===== src/rtl/fetch_unit_pkg.sv =====
// Shared definitions for the instruction fetch front end: FSM encoding and
// address defaults.
package fetch_unit_pkg;

  typedef enum logic [1:0] {
    RUN     = 2'd0,
    WAIT    = 2'd1,
    DISCARD = 2'd2
  } fetch_state_e;

  localparam logic [31:0] DEF_RESET_PC     = 32'h0000_1000;
  localparam logic [31:0] DEF_EXCEPTION_PC = 32'h0000_2000;
  localparam int          INSTR_BYTES      = 4;

endpackage


===== src/rtl/fetch_unit_queue.sv =====
// Circular FIFO of {pc, instruction} entries with a registered head so the
// decode side sees stable values, including while the queue is empty.
module fetch_queue #(
  parameter int DEPTH = 4,
  parameter int WIDTH = 64
) (
  input  logic                    clk,
  input  logic                    reset,
  input  logic                    push,
  input  logic [WIDTH-1:0]        push_data,
  input  logic                    pop,
  input  logic                    flush,
  output logic [$clog2(DEPTH):0]  count,
  output logic                    head_valid,
  output logic [WIDTH-1:0]        head_data
);

  localparam int PTR_W = $clog2(DEPTH);

  logic [WIDTH-1:0] mem [DEPTH];
  logic [PTR_W-1:0] wr_ptr;
  logic [PTR_W-1:0] rd_ptr;
  logic             do_pop;
  logic [PTR_W-1:0] rd_nxt;
  logic [PTR_W:0]   remain;

  assign do_pop     = pop && (count != '0);
  assign rd_nxt     = rd_ptr + PTR_W'(do_pop);
  assign remain     = count - (PTR_W + 1)'(do_pop);
  assign head_valid = (count != '0);

  always_ff @(posedge clk) begin
    if (!reset || flush) begin
      wr_ptr <= '0;
      rd_ptr <= '0;
      count  <= '0;
    end else begin
      if (push) wr_ptr <= wr_ptr + PTR_W'(1);
      rd_ptr <= rd_nxt;
      count  <= remain + (PTR_W + 1)'(push);
    end
  end

  // Head tracks the entry that will be oldest after this cycle's pop/push;
  // when nothing older survives, the pushed entry becomes the head.
  always_ff @(posedge clk) begin
    if (push && !flush) mem[wr_ptr] <= push_data;
    if (!flush) begin
      if (remain != '0) head_data <= mem[rd_nxt];
      else if (push)    head_data <= push_data;
    end
  end

endmodule


===== src/rtl/fetch_unit.sv =====
// Fetch front end: owns the PC, issues one outstanding I-cache request at a
// time, buffers fetched words with their PC, handles redirect and exceptions.
module fetch_unit
  import fetch_unit_pkg::*;
#(
  parameter int               XLEN         = 32,
  parameter int               INSTR_WIDTH  = 32,
  parameter int               QUEUE_DEPTH  = 4,
  parameter logic [XLEN-1:0]  RESET_PC     = XLEN'(DEF_RESET_PC),
  parameter logic [XLEN-1:0]  EXCEPTION_PC = XLEN'(DEF_EXCEPTION_PC)
) (
  input  logic                           clk,
  input  logic                           reset,
  output logic                           icache_access,
  output logic [XLEN-1:0]                icache_address,
  input  logic                           icache_data_ready,
  input  logic [INSTR_WIDTH-1:0]         icache_data_out,
  input  logic                           redirect_valid,
  input  logic [XLEN-1:0]                redirect_pc,
  input  logic                           exception_valid,
  input  logic [XLEN-1:0]                exception_pc,
  output logic [XLEN-1:0]                rm0_out,
  output logic                           dec_valid,
  output logic [INSTR_WIDTH-1:0]         dec_instruction,
  output logic [XLEN-1:0]                dec_pc,
  input  logic                           dec_stall,
  output logic [$clog2(QUEUE_DEPTH):0]   queue_count
);

  localparam int                CNT_W    = $clog2(QUEUE_DEPTH) + 1;
  localparam int                ENTRY_W  = XLEN + INSTR_WIDTH;
  localparam logic [CNT_W-1:0]  FULL_CNT = CNT_W'(QUEUE_DEPTH);

  fetch_state_e     state;
  fetch_state_e     state_nxt;
  logic [XLEN-1:0]  pc;
  logic [XLEN-1:0]  req_addr;
  logic             flush;
  logic [XLEN-1:0]  flush_pc;
  logic             issue;
  logic             push;
  logic             pop;
  logic [ENTRY_W-1:0] head_data;

  assign flush    = redirect_valid || exception_valid;
  assign flush_pc = exception_valid ? EXCEPTION_PC : redirect_pc;
  assign pop      = dec_valid && !dec_stall;

  // Request lines come straight from registers, so data_ready never reaches
  // icache_access combinationally.
  assign icache_access  = (state == WAIT) || (state == DISCARD);
  assign icache_address = req_addr;

  always_comb begin
    state_nxt = state;
    issue     = 1'b0;
    push      = 1'b0;
    case (state)
      RUN: begin
        if ((queue_count < FULL_CNT) && !flush) begin
          issue     = 1'b1;
          state_nxt = WAIT;
        end
      end
      WAIT: begin
        if (icache_data_ready) begin
          push      = !flush;
          state_nxt = RUN;
        end else if (flush) begin
          state_nxt = DISCARD;
        end
      end
      DISCARD: begin
        if (icache_data_ready) state_nxt = RUN;
      end
      default: state_nxt = RUN;
    endcase
  end

  always_ff @(posedge clk) begin
    if (!reset) begin
      state   <= RUN;
      pc      <= RESET_PC;
      rm0_out <= '0;
    end else begin
      state <= state_nxt;
      if (flush)     pc <= flush_pc;
      else if (push) pc <= pc + XLEN'(INSTR_BYTES);
      if (exception_valid) rm0_out <= exception_pc;
    end
  end

  // Address is latched at issue so a flush can move pc while the old
  // request is still being held in DISCARD.
  always_ff @(posedge clk) begin
    if (issue) req_addr <= pc;
  end

  fetch_queue #(
    .DEPTH (QUEUE_DEPTH),
    .WIDTH (ENTRY_W)
  ) u_queue (
    .clk        (clk),
    .reset      (reset),
    .push       (push),
    .push_data  ({req_addr, icache_data_out}),
    .pop        (pop),
    .flush      (flush),
    .count      (queue_count),
    .head_valid (dec_valid),
    .head_data  (head_data)
  );

  assign dec_pc          = head_data[ENTRY_W-1 -: XLEN];
  assign dec_instruction = head_data[INSTR_WIDTH-1:0];

endmodule


===== config.mk =====
export PLATFORM = sky130hd
export DESIGN_NAME = fetch_unit
export DESIGN_NICKNAME = d
export VERILOG_FILES = /design/src/rtl/fetch_unit_pkg.sv /design/src/rtl/fetch_unit_queue.sv /design/src/rtl/fetch_unit.sv
export SDC_FILE = /design/constraint.sdc
export NUM_CORES = 1
export LEC_CHECK = 0
export ABC_AREA = 1
export CORE_AREA = 2 2 211 213
export CTS_CLUSTER_SIZE = 12
export DETAILED_ROUTE_END_ITERATION = 12
export DIE_AREA = 0 0 213 215
export PLACE_DENSITY = 0.71
export RECOVER_POWER = 25
export SLEW_MARGIN = 0
export SYNTH_ARGS = -nofsm -noshare
export SYNTH_HDL_FRONTEND = slang
export SYNTH_SLANG_ARGS = --single-unit

===== constraint.sdc =====
create_clock -name clk -period 8.9 [get_ports clk]
set_clock_uncertainty 0.15 [all_clocks]
set_input_delay 1.78 -clock clk [delete_from_list [all_inputs] [get_ports clk]]
set_output_delay 1.78 -clock clk [all_outputs]
set_load 0.005 [all_outputs]

* Yosys cells after proc, flatten, opt, wreduce, memory -nomap -nowiden *
Memories as Yosys holds them, arrays and structs flattened.
Index checks and enable logic that the tools add are counted.

storage, ports and cells
  RAM bits = 256
  input port bits = 102
  output and inout bits = 133
  word-level logic and storage cells = 54
  memories = 1
  register bits = 169

memories
  memory       depth  width  rd ports  clocked after memory_dff  wr ports  RTL line                RTL
  u_queue.mem  4      64     1         0                         1         fetch_unit_queue.sv:20  logic [WIDTH-1:0] mem [DEPTH];

cells by class
  bitwise logic cells = 1
  $lt $le $gt $ge = 1
  multiplexer cells = 16
  equality and inequality tests = 5
  reductions and logical operators = 17
  add/subtract/negate cells = 5

operator list
  cell                                           number
  two-way mux 64 bit                             2
  two-way mux 32 bit                             3
  adder 32 x 3 -> 32 bit, second input constant  1
  two-way mux 2 bit                              4
  two-way mux 1 bit                              6
  one-hot mux 2 bit (3 select lines)             1
  nonzero test 3 bit                             2
  logical AND 1 bit                              4
  != test 2 bit, second input constant           2
  nonzero test 2 bit                             2
  adder 3 x 1 -> 3 bit                           1
  logical NOT 1 bit                              3
  logical OR 1 bit                               3
  < comparator 3 bit, second input constant      1
  != test 3 x 2 -> 1 bit, second input constant  1
  AND reduction 3 bit                            1
  subtractor 3 x 1 -> 3 bit                      1
  adder 2 x 1 -> 2 bit                           1
  adder 2 x 1 -> 2 bit, second input constant    1
  == test 2 x 1 -> 1 bit, second input constant  1
  == test 2 bit, second input constant           1
  logical NOT 2 bit                              1
  AND reduction 2 bit                            1
  NOT 1 bit                                      1

* Depth between registers and ports, before layout *
Gate-level depths: netlist of the first run.

  word-level depth = 7
  gate-level depth with buffers = 11
  depth with buffers taken out = 10

* Hierarchy *
From an unflattened synthesis of the first run, not the netlist that was laid out.

second synthesis, totals
  cells, all modules = 1796
  area, all modules = 17964.7 um^2

by module, submodules not included
  module       cells an instance  sequential area each (um^2)  area an instance (um^2)  times used
  fetch_queue  1211               9749.4                       13351.6                  1
  fetch_unit   585                2282.2                       4613.2                   1

* Least setup slack after synthesis of the first run *
Ideal clock, no wire load.

  path kind = input port to flip-flop
  start = input dec_stall
  end = register u_queue.head_data[0], enable pin
  buffers on the path = 0
  stages = 6
  slack = 1.113 ns
  library setup time = 0.574 ns
  data arrival time = 7.063 ns
  required time = 8.176 ns
  path through = a31oi_1 ha_1 ha_1 xor2_1 nor3_1 o21ai_0

between the ends
  cells in the longest elaborated chain, start to end = 7

ends and longest elaborated chain
  what                           RTL line                RTL
  from (decl)                    fetch_unit.sv:26        input logic dec_stall,
  logical NOT 1 bit              fetch_unit.sv:47        assign pop = dec_valid && !dec_stall;
  logical AND 1 bit              fetch_unit.sv:47
  logical AND 1 bit              fetch_unit_queue.sv:27  assign do_pop = pop && (count != '0);
  subtractor 3 x 1 -> 3 bit      fetch_unit_queue.sv:29  assign remain = count - (PTR_W + 1)'(do_pop);
  nonzero test 3 bit             fetch_unit_queue.sv:49  if (remain != '0) head_data <= mem[rd_nxt];
  nonzero test 2 bit (no line)   --
  AND reduction 2 bit (no line)  --
  to (signal assigned)           fetch_unit_queue.sv:49
  to (signal assigned)           fetch_unit_queue.sv:50  else if (push) head_data <= push_data;
  to (decl)                      fetch_unit_queue.sv:15  output logic [WIDTH-1:0] head_data

Every way passes these cells.
A chain may end at the register's enable or synchronous reset.

* Final worst setup path of the first run *
  start = input exception_valid
  end = memory u_queue.mem[0][1], enable pin

between the ends
  cells in the longest elaborated chain, start to end = 7

ends and longest elaborated chain
  what                                       RTL line                                  RTL
  from (decl)                                fetch_unit.sv:20                          input logic exception_valid,
  logical OR 1 bit *                         fetch_unit.sv:45                          assign flush = redirect_valid || exception_valid;
  logical NOT 1 bit *                        fetch_unit_queue.sv:47, fetch_unit.sv:67
  two-way mux 1 bit                          fetch_unit.sv:66                          if (icache_data_ready) begin
  two-way mux 1 bit                          fetch_unit.sv:58                          case (state)
  logical AND 1 bit *                        fetch_unit_queue.sv:47                    if (push && !flush) mem[wr_ptr] <= push_data;
  two-way mux 1 bit *                        fetch_unit_queue.sv:47
  two-way mux 1 bit (implied by the code) *  fetch_unit_queue.sv:47
  to (decl)                                  fetch_unit_queue.sv:20

Every way passes the cells marked *; elsewhere a longest branch is shown, timed or not.

==> metrics.txt, run 1 <==
# TYPE chip_impl_metric gauge
chip_impl_info{name="sort_of_element_at_the_end_of_the_critical_path",value="flop"} 1
chip_impl_metric{name="die_area",unit="sq um"} 45800
chip_impl_metric{name="async_flop_share",unit="%"} 0
chip_impl_info{name="min_to",value="icache_address[1]"} 1
chip_impl_metric{name="holdPathStages",unit=""} 0
chip_impl_metric{name="dieWidth",unit="microns"} 213
chip_impl_metric{name="layout.area.seq",unit="sq um"} 12000
chip_impl_metric{name="worst-slew-pin-transition",unit="ns"} 1.09
chip_impl_metric{name="number_of_flip_flops_and_latches_in_the_synthesized_netlist",unit=""} 425
chip_impl_metric{name="timing.slew.headroom",unit="%"} 27.5
chip_impl_metric{name="gp_congestion",unit=""} 0.888
chip_impl_metric{name="syn-instance-count",unit=""} 1408
chip_impl_metric{name="wl_per_cell",unit="microns"} 18.5
chip_impl_info{name="worstHoldStart",value="pc[1]"} 1
chip_impl_metric{name="critical_path_required",unit="ns"} 8.95
chip_impl_metric{name="num_io_pins",unit=""} 235
chip_impl_metric{name="synth_to_layout_area_growth",unit="%"} 24.6
chip_impl_metric{name="port_buffers",unit=""} 234
chip_impl_info{name="regToRegEndpoint",value="u_queue.head_data[21]"} 1
chip_impl_info{name="status",value="finished, final reports clean"} 1
chip_impl_metric{name="grt_antenna_before_repair",unit=""} 1
chip_impl_metric{name="seqPwrFrac",unit="%"} 53.4
chip_impl_metric{name="pwr-share-clk",unit="%"} 41.8
chip_impl_metric{name="start_util",unit="%"} 39.4
chip_impl_metric{name="max_cap_violations",unit=""} 0
chip_impl_metric{name="finalWorstPathRequiredPeriod",unit="ns"} 4.91
chip_impl_metric{name="layout.nets",unit=""} 1738
chip_impl_metric{name="first_pass_grt_wire_length",unit="microns"} 64600
chip_impl_metric{name="detailroute.via_count",unit=""} 11500
chip_impl_metric{name="die_y",unit="microns"} 215
chip_impl_metric{name="finalSetupTns",unit="ns"} 0
chip_impl_metric{name="clk_latency",unit="ns"} 0.57
chip_impl_metric{name="total_clock_sinks",unit=""} 425
chip_impl_info{name="critPathKind",value="primary input to flop"} 1
chip_impl_metric{name="drt-initial-drc-count",unit=""} 855
chip_impl_metric{name="post-cts-setup-buffers",unit=""} 0
chip_impl_metric{name="switching_share",unit="%"} 21.1
chip_impl_metric{name="setup.reg_to_reg.worst_slack",unit="ns"} 5.33
chip_impl_metric{name="grt_use_total",unit="%"} 18.1
chip_impl_metric{name="first_global_vias",unit=""} 11500
chip_impl_info{name="tritoncts",value="yes"} 1
chip_impl_metric{name="worst-path-max-fanout",unit=""} 40
chip_impl_metric{name="syn_nets",unit=""} 1523
chip_impl_metric{name="yosysSeqAreaShare",unit="%"} 69.9
chip_impl_metric{name="drcViolationCount",unit=""} 0
chip_impl_info{name="synth-main-ff-cell",value="edfxtp_1"} 1
chip_impl_metric{name="power.ir.vdd_worst",unit="mV"} 0.129
chip_impl_metric{name="yosysWarnings",unit=""} 0
chip_impl_metric{name="core_outline_area",unit="sq um"} 43600
chip_impl_metric{name="final_hold_vio_count",unit=""} 0
chip_impl_metric{name="worstPathArrival",unit="ns"} 4.96
chip_impl_metric{name="syn_area_per_cell",unit="sq um"} 12.2
chip_impl_metric{name="dpl.cell_count",unit=""} 2168
chip_impl_metric{name="row_count",unit=""} 77
chip_impl_metric{name="cts-buffers-inserted",unit=""} 45
chip_impl_info{name="unrepaired_setup_endpoints_after_global_routing",value="false"} 1
chip_impl_metric{name="grt.overflow.total",unit=""} 0
chip_impl_metric{name="worst-r2r-cell-count",unit=""} 9
chip_impl_metric{name="htree_num_levels",unit=""} 2
chip_impl_metric{name="synthesis.area",unit="sq um"} 17200
chip_impl_metric{name="combPwrFrac",unit="%"} 4.8
chip_impl_info{name="startpoint_type",value="primary input"} 1
chip_impl_metric{name="drive_gt1_share",unit="%"} 13.7
chip_impl_metric{name="routed_via_density",unit=""} 5.13
chip_impl_metric{name="leakagePower",unit="nW"} 6.96
chip_impl_metric{name="power_density",unit="nW/um^2"} 194
chip_impl_metric{name="worst_setup_hold_path_clk_slew",unit="ns"} 0.06
chip_impl_metric{name="drv_slew",unit=""} 0
chip_impl_metric{name="min_period_over_period",unit="%"} 55.2
chip_impl_metric{name="drtPass1Iterations",unit=""} 5
chip_impl_metric{name="postRouteAntennaNets",unit=""} 0
chip_impl_metric{name="multi_input_comb_area",unit="sq um"} 4610
chip_impl_metric{name="post-dp-hpwl",unit="microns"} 25300
chip_impl_metric{name="cts_resized",unit=""} 0
chip_impl_info{name="critical_register_to_register_path_startpoint",value="u_queue.count[2]"} 1
chip_impl_metric{name="max_freq",unit="MHz"} 204
chip_impl_metric{name="final.fill_count",unit=""} 3780
chip_impl_metric{name="postCtsHoldBufs",unit=""} 0
chip_impl_metric{name="setup_viol",unit=""} 0
chip_impl_metric{name="largest_net_degree_at_the_start_of_global_routing",unit=""} 99
chip_impl_metric{name="ctsLongestPathBuffers",unit=""} 3
chip_impl_info{name="ctsRootBufferMaster",value="clkbuf_16"} 1
chip_impl_metric{name="p_sw",unit="W"} 0.000878
chip_impl_metric{name="layoutNonFillerInstCount",unit=""} 2245
chip_impl_metric{name="routed_wl",unit="microns"} 41600
chip_impl_metric{name="p_int",unit="W"} 0.00329
chip_impl_metric{name="synth_cell_types",unit=""} 33
chip_impl_info{name="hold_path.class",value="flop to flop"} 1
chip_impl_metric{name="edff_count_synth",unit=""} 352
## registers in the layout, indices dropped and copies added, names as in the netlist
signal,flops
icache_address,32
state,2
u_queue.rd_ptr,2
u_queue.head_data,64
u_queue.count,3
u_queue.wr_ptr,2
rm0_out,32
u_queue.mem,256
pc,32
## power by group through the flow
stage / combinational, W / clock, W / sequential (W)
2_1_floorplan: 0.0000790 / 0 / 0.00226
3_3_place_gp: 0.000197 / 0 / 0.00226
3_5_place_dp: 0.000202 / 0 / 0.00227
4_1_cts: 0.000203 / 0.00178 / 0.00223
5_1_grt: 0.000221 / 0.00186 / 0.00223
6_report: 0.000199 / 0.00174 / 0.00223
## logic make-up (layout without fill, tap and decap cells)
group / count (synthesis) / count (layout) / share of synthesized area, %
buffers and inverters: 150 / 394 / 3.66
AOI/OAI and AO/OA: 295 / 295 / 11.1
xor gates and xnor gates: 5 / 5 / 0.255
adders and majority gates: 13 / 13 / 0.946
DFF: 425 / 425 / 69.9
other: 0 / 1 / 0
and+or+nand+nor: 520 / 520 / 14.1
## routing by layer
layer	track usage, %	wire (microns)
met1	24.3	18100
met2	30.3	20100
met3	3.90	2810
met4	3.87	544
met5	0	0
## cell usage after synthesis (28+ instances only)
cell | count | area (sq um)
buf_2 | 29 | 145
inv_1 | 71 | 267
clkbuf_1 | 41 | 154
dfxtp_1 | 73 | 1460
o21ai_0 | 59 | 295
edfxtp_1 | 352 | 10600
or2_2 | 132 | 826
a21oi_1 | 28 | 140
o211ai_1 | 131 | 983
nand2_1 | 149 | 559
a31oi_1 | 71 | 444
nor2_1 | 177 | 664
nand3_1 | 42 | 210
## stage by stage
stage | utilization, % | instance area [sq um] | power [W] | hold slack, ns | setup WS [ns]
2_1_floorplan | - | 17200 | 0.00234 | 0.259 | 1.11
3_3_place_gp | 46.0 | 20100 | 0.00246 | 0.267 | 3.43
3_5_place_dp | 46.0 | 20100 | 0.00247 | 0.281 | 3.37
4_1_cts | 49.1 | 21400 | 0.00421 | 0.294 | 3.98
5_1_grt | 49.1 | 21400 | 0.00431 | 0.312 | 3.82
6_report | 49.1 | 21400 | 0.00417 | 0.290 | 3.99
## worst max-delay path, stage by stage
cell,delay (ns)
clkdlybuf4s50_1,0.40
buf_4,0.23
nor2_4,0.70
nand3_4,0.38
nor2_4,0.76
buf_4,0.65
## layout by cell type (no fill, tap or decap), types with 19 or more instances in the layout
master / Yosys / final
dfxtp_1: 73 / 73
a31oi_1: 71 / 71
inv_1: 71 / 69
o211ai_1: 131 / 131
edfxtp_1: 352 / 352
a21oi_1: 28 / 28
clkbuf_16: 0 / 45
nand2_1: 149 / 149
or2_2: 132 / 132
clkdlybuf4s50_1: 0 / 215
dlygate4sd3_1: 0 / 19
nand3_1: 42 / 42
nor2_1: 177 / 172
o21ai_0: 59 / 58
## worst max path at each step
| stage | endpoint | from | cells past startpoint | slack, ns |
|---|---|---|---|---|
| global route | u_queue.mem[0][45] | exception_valid | 6 | 3.82 |
| floorplan | u_queue.head_data[0] | dec_stall | 6 | 1.11 |
| global placement | u_queue.mem[3][8] | exception_valid | 6 | 3.43 |
| detailed placement | u_queue.mem[0][9] | exception_valid | 6 | 3.37 |
| CTS | u_queue.mem[0][45] | exception_valid | 6 | 3.98 |
| finish | u_queue.mem[0][1] | exception_valid | 6 | 3.99 |
## final cells by class
class                      instances  share of cell area [%]
sequential                       425                    56.1
multi-input combinational        833                    21.5
antenna                            1                  0.0117
clock buffer                      58                    5.53
timing repair buffer             246                    11.3
inverter                          72                    1.27
clock inverter                    18                   0.736
tap                              592                    3.46
Power figures use the tool's default switching activity.
==> run 2: changes to the inputs <==
Settings changed: PLACE_DENSITY 0.71 to 0.73.
Clock period 8.9 ns to 4.3 ns, I/O delays scaled along.
==> metrics.txt, run 2 (synthesis results as in run 1) <==
# TYPE chip_impl_metric gauge
chip_impl_info{name="most_common_cell_after_layout_fill_and_taps_aside",value="edfxtp_1"} 1
chip_impl_metric{name="die_area",unit="sq um"} 45800
chip_impl_metric{name="core_outline_area",unit="sq um"} 43600
chip_impl_metric{name="grt_antenna_before_repair",unit=""} 1
chip_impl_info{name="timing.critical_path.slowest_stage_cell",value="nor3_1"} 1
chip_impl_metric{name="max_freq",unit="MHz"} 319
chip_impl_metric{name="worst_setup_hold_path_clk_slew",unit="ns"} 0.06
chip_impl_metric{name="power.ir.vdd_worst",unit="mV"} 0.272
chip_impl_metric{name="timing.slew.headroom",unit="%"} 40.5
chip_impl_metric{name="clk_latency",unit="ns"} 0.57
chip_impl_metric{name="postRouteAntennaNets",unit=""} 0
chip_impl_info{name="hold_path.class",value="flop to flop"} 1
chip_impl_metric{name="total_clock_sinks",unit=""} 425
chip_impl_info{name="tritoncts",value="yes"} 1
chip_impl_metric{name="power.total",unit="W"} 0.00850
chip_impl_metric{name="n_antenna_cell",unit=""} 0
chip_impl_metric{name="start_util",unit="%"} 39.4
chip_impl_metric{name="postCtsHoldBufs",unit=""} 0
chip_impl_metric{name="routed_via_density",unit=""} 5.10
chip_impl_info{name="reg_top3",value="u_queue.mem x256, u_queue.head_data x64"} 1
chip_impl_metric{name="drt-initial-drc-count",unit=""} 766
chip_impl_metric{name="dieWidth",unit="microns"} 213
chip_impl_metric{name="leakagePower",unit="nW"} 7.03
chip_impl_metric{name="grt.overflow.total",unit=""} 0
chip_impl_metric{name="drtPass1Iterations",unit=""} 5
chip_impl_metric{name="dr_wl_met2",unit="microns"} 19700
chip_impl_metric{name="layout.nets",unit=""} 1750
chip_impl_info{name="ctsRootBufferMaster",value="clkbuf_16"} 1
chip_impl_metric{name="drv_slew",unit=""} 0
chip_impl_metric{name="drcViolationCount",unit=""} 0
chip_impl_metric{name="cts-buffers-inserted",unit=""} 45
chip_impl_metric{name="htree_num_levels",unit=""} 2
chip_impl_metric{name="wl_per_cell",unit="microns"} 18.2
chip_impl_info{name="crit_family",value="buffers and inverters"} 1
chip_impl_metric{name="setup_viol",unit=""} 0
chip_impl_metric{name="finalHoldWorstSlack",unit="ns"} 0.290
chip_impl_metric{name="max_cap_violations",unit=""} 0
chip_impl_metric{name="final_critical_path_setup_slack",unit="ns"} 1.16
chip_impl_metric{name="grt_use_total",unit="%"} 17.9
chip_impl_metric{name="max_reg_flops",unit=""} 256
chip_impl_metric{name="gp_congestion",unit=""} 0.872
chip_impl_metric{name="ctsLongestPathBuffers",unit=""} 3
chip_impl_metric{name="num_io_pins",unit=""} 235
chip_impl_metric{name="drive_gt1_share",unit="%"} 14.3
chip_impl_metric{name="synth_to_layout_area_growth",unit="%"} 25.3
chip_impl_metric{name="crit_path_buf_inv_count",unit=""} 3
chip_impl_metric{name="final_cell_area",unit="sq um"} 21600
chip_impl_metric{name="worst_path_largest_cell_delay",unit="ns"} 0.48
chip_impl_info{name="highest_layer",value="met5"} 1
chip_impl_metric{name="min_period_over_period",unit="%"} 73.0
chip_impl_metric{name="worst-slew-pin-transition",unit="ns"} 0.892
chip_impl_info{name="startpoint_type",value="primary input"} 1
chip_impl_metric{name="post-cts-setup-buffers",unit=""} 0
chip_impl_metric{name="wl_met1",unit="microns"} 17500
chip_impl_metric{name="final.fill_count",unit=""} 3745
chip_impl_metric{name="routed_wl",unit="microns"} 41200
chip_impl_metric{name="cts_resized",unit=""} 0
chip_impl_metric{name="detailroute.via_count",unit=""} 11500
chip_impl_info{name="register_bank_with_the_most_flops",value="u_queue.mem"} 1
chip_impl_info{name="sort_of_element_at_the_end_of_the_critical_path",value="flop"} 1
chip_impl_info{name="unrepaired_setup_endpoints_after_global_routing",value="false"} 1
chip_impl_metric{name="worst-path-max-fanout",unit=""} 48
chip_impl_metric{name="critical_path_required",unit="ns"} 4.45
chip_impl_info{name="timing.critical_path.cells",value="clkdlybuf4s50_1 -> a31oi_1 -> ha_1 -> ha_1 -> xor2_1 -> nor3_1 -> inv_4 -> buf_12 -> nor2_1 -> a31oi_1"} 1
chip_impl_metric{name="finalWorstPathRequiredPeriod",unit="ns"} 3.14
chip_impl_info{name="status",value="finished, final reports clean"} 1
chip_impl_metric{name="placed_area",unit="sq um"} 20200
chip_impl_metric{name="largest_net_degree_at_the_start_of_global_routing",unit=""} 129
chip_impl_metric{name="die_y",unit="microns"} 215
chip_impl_metric{name="power_density",unit="nW/um^2"} 394
chip_impl_info{name="mostFrequentLayoutCells",value="edfxtp_1, clkdlybuf4s50_1, nor2_1"} 1
chip_impl_metric{name="first_pass_grt_wire_length",unit="microns"} 64000
chip_impl_metric{name="port_buffers",unit=""} 234
chip_impl_metric{name="post-dp-hpwl",unit="microns"} 25800
chip_impl_metric{name="dpl_worst_slack",unit="ns"} 0.604
chip_impl_metric{name="first_global_vias",unit=""} 11600
chip_impl_info{name="critPathKind",value="primary input to flop"} 1
chip_impl_metric{name="worstPathArrival",unit="ns"} 3.29
chip_impl_metric{name="row_count",unit=""} 77
chip_impl_metric{name="final_hold_vio_count",unit=""} 0
chip_impl_metric{name="wl_met3",unit="microns"} 3000
[run 2: routing by layer]
metal | vias up | track usage [%]
met5 | - | 0
met3 | 68 | 4.76
met1 | 5554 | 23.2
met2 | 382 | 29.3
li1 | 5506 | -
met4 | 2 | 5.48
[run 2: final cells by class]
| class | instances | area (sq um) | share of cell area [%] |
|---|---|---|---|
| well taps | 592 | 741 | 3.44 |
| clock inverters | 20 | 115 | 0.534 |
| repair buffers | 258 | 2590 | 12.0 |
| multi-input cells | 833 | 4610 | 21.4 |
| clock buffers | 58 | 1190 | 5.54 |
| inverters | 72 | 273 | 1.27 |
| flip-flops and latches | 425 | 12000 | 55.8 |
[run 2: where the power goes]
part | switching, W | internal (W)
clock network | 0.00153 | 0.00196
logic | 0.000193 | 0.000215
registers | 0.0000749 | 0.00453
total | 0.00180 | 0.00670
[run 2: final timing paths]
| path | end | cells after the start | start | slack [ns] |
|---|---|---|---|---|
| setup / recovery | u_queue.head_data[56] | 10 | dec_stall | 1.16 |
| hold / removal | icache_address[1] | 0 | pc[1] | 0.29 |
| setup reg to reg | u_queue.head_data[56] | 10 | u_queue.count[2] | 1.35 |
| hold reg to reg | icache_address[1] | 0 | pc[1] | 0.29 |
[run 2: metrics by stage]
step                      TNS [ns]  utilization (%)  cells
after detailed placement         0             46.4   2180
after floorplan             -60.30                -   1408
final                            0             49.4   2258
after CTS                        0             49.4   2258
after global routing             0             49.4   2258
after global placement           0             46.4   2180
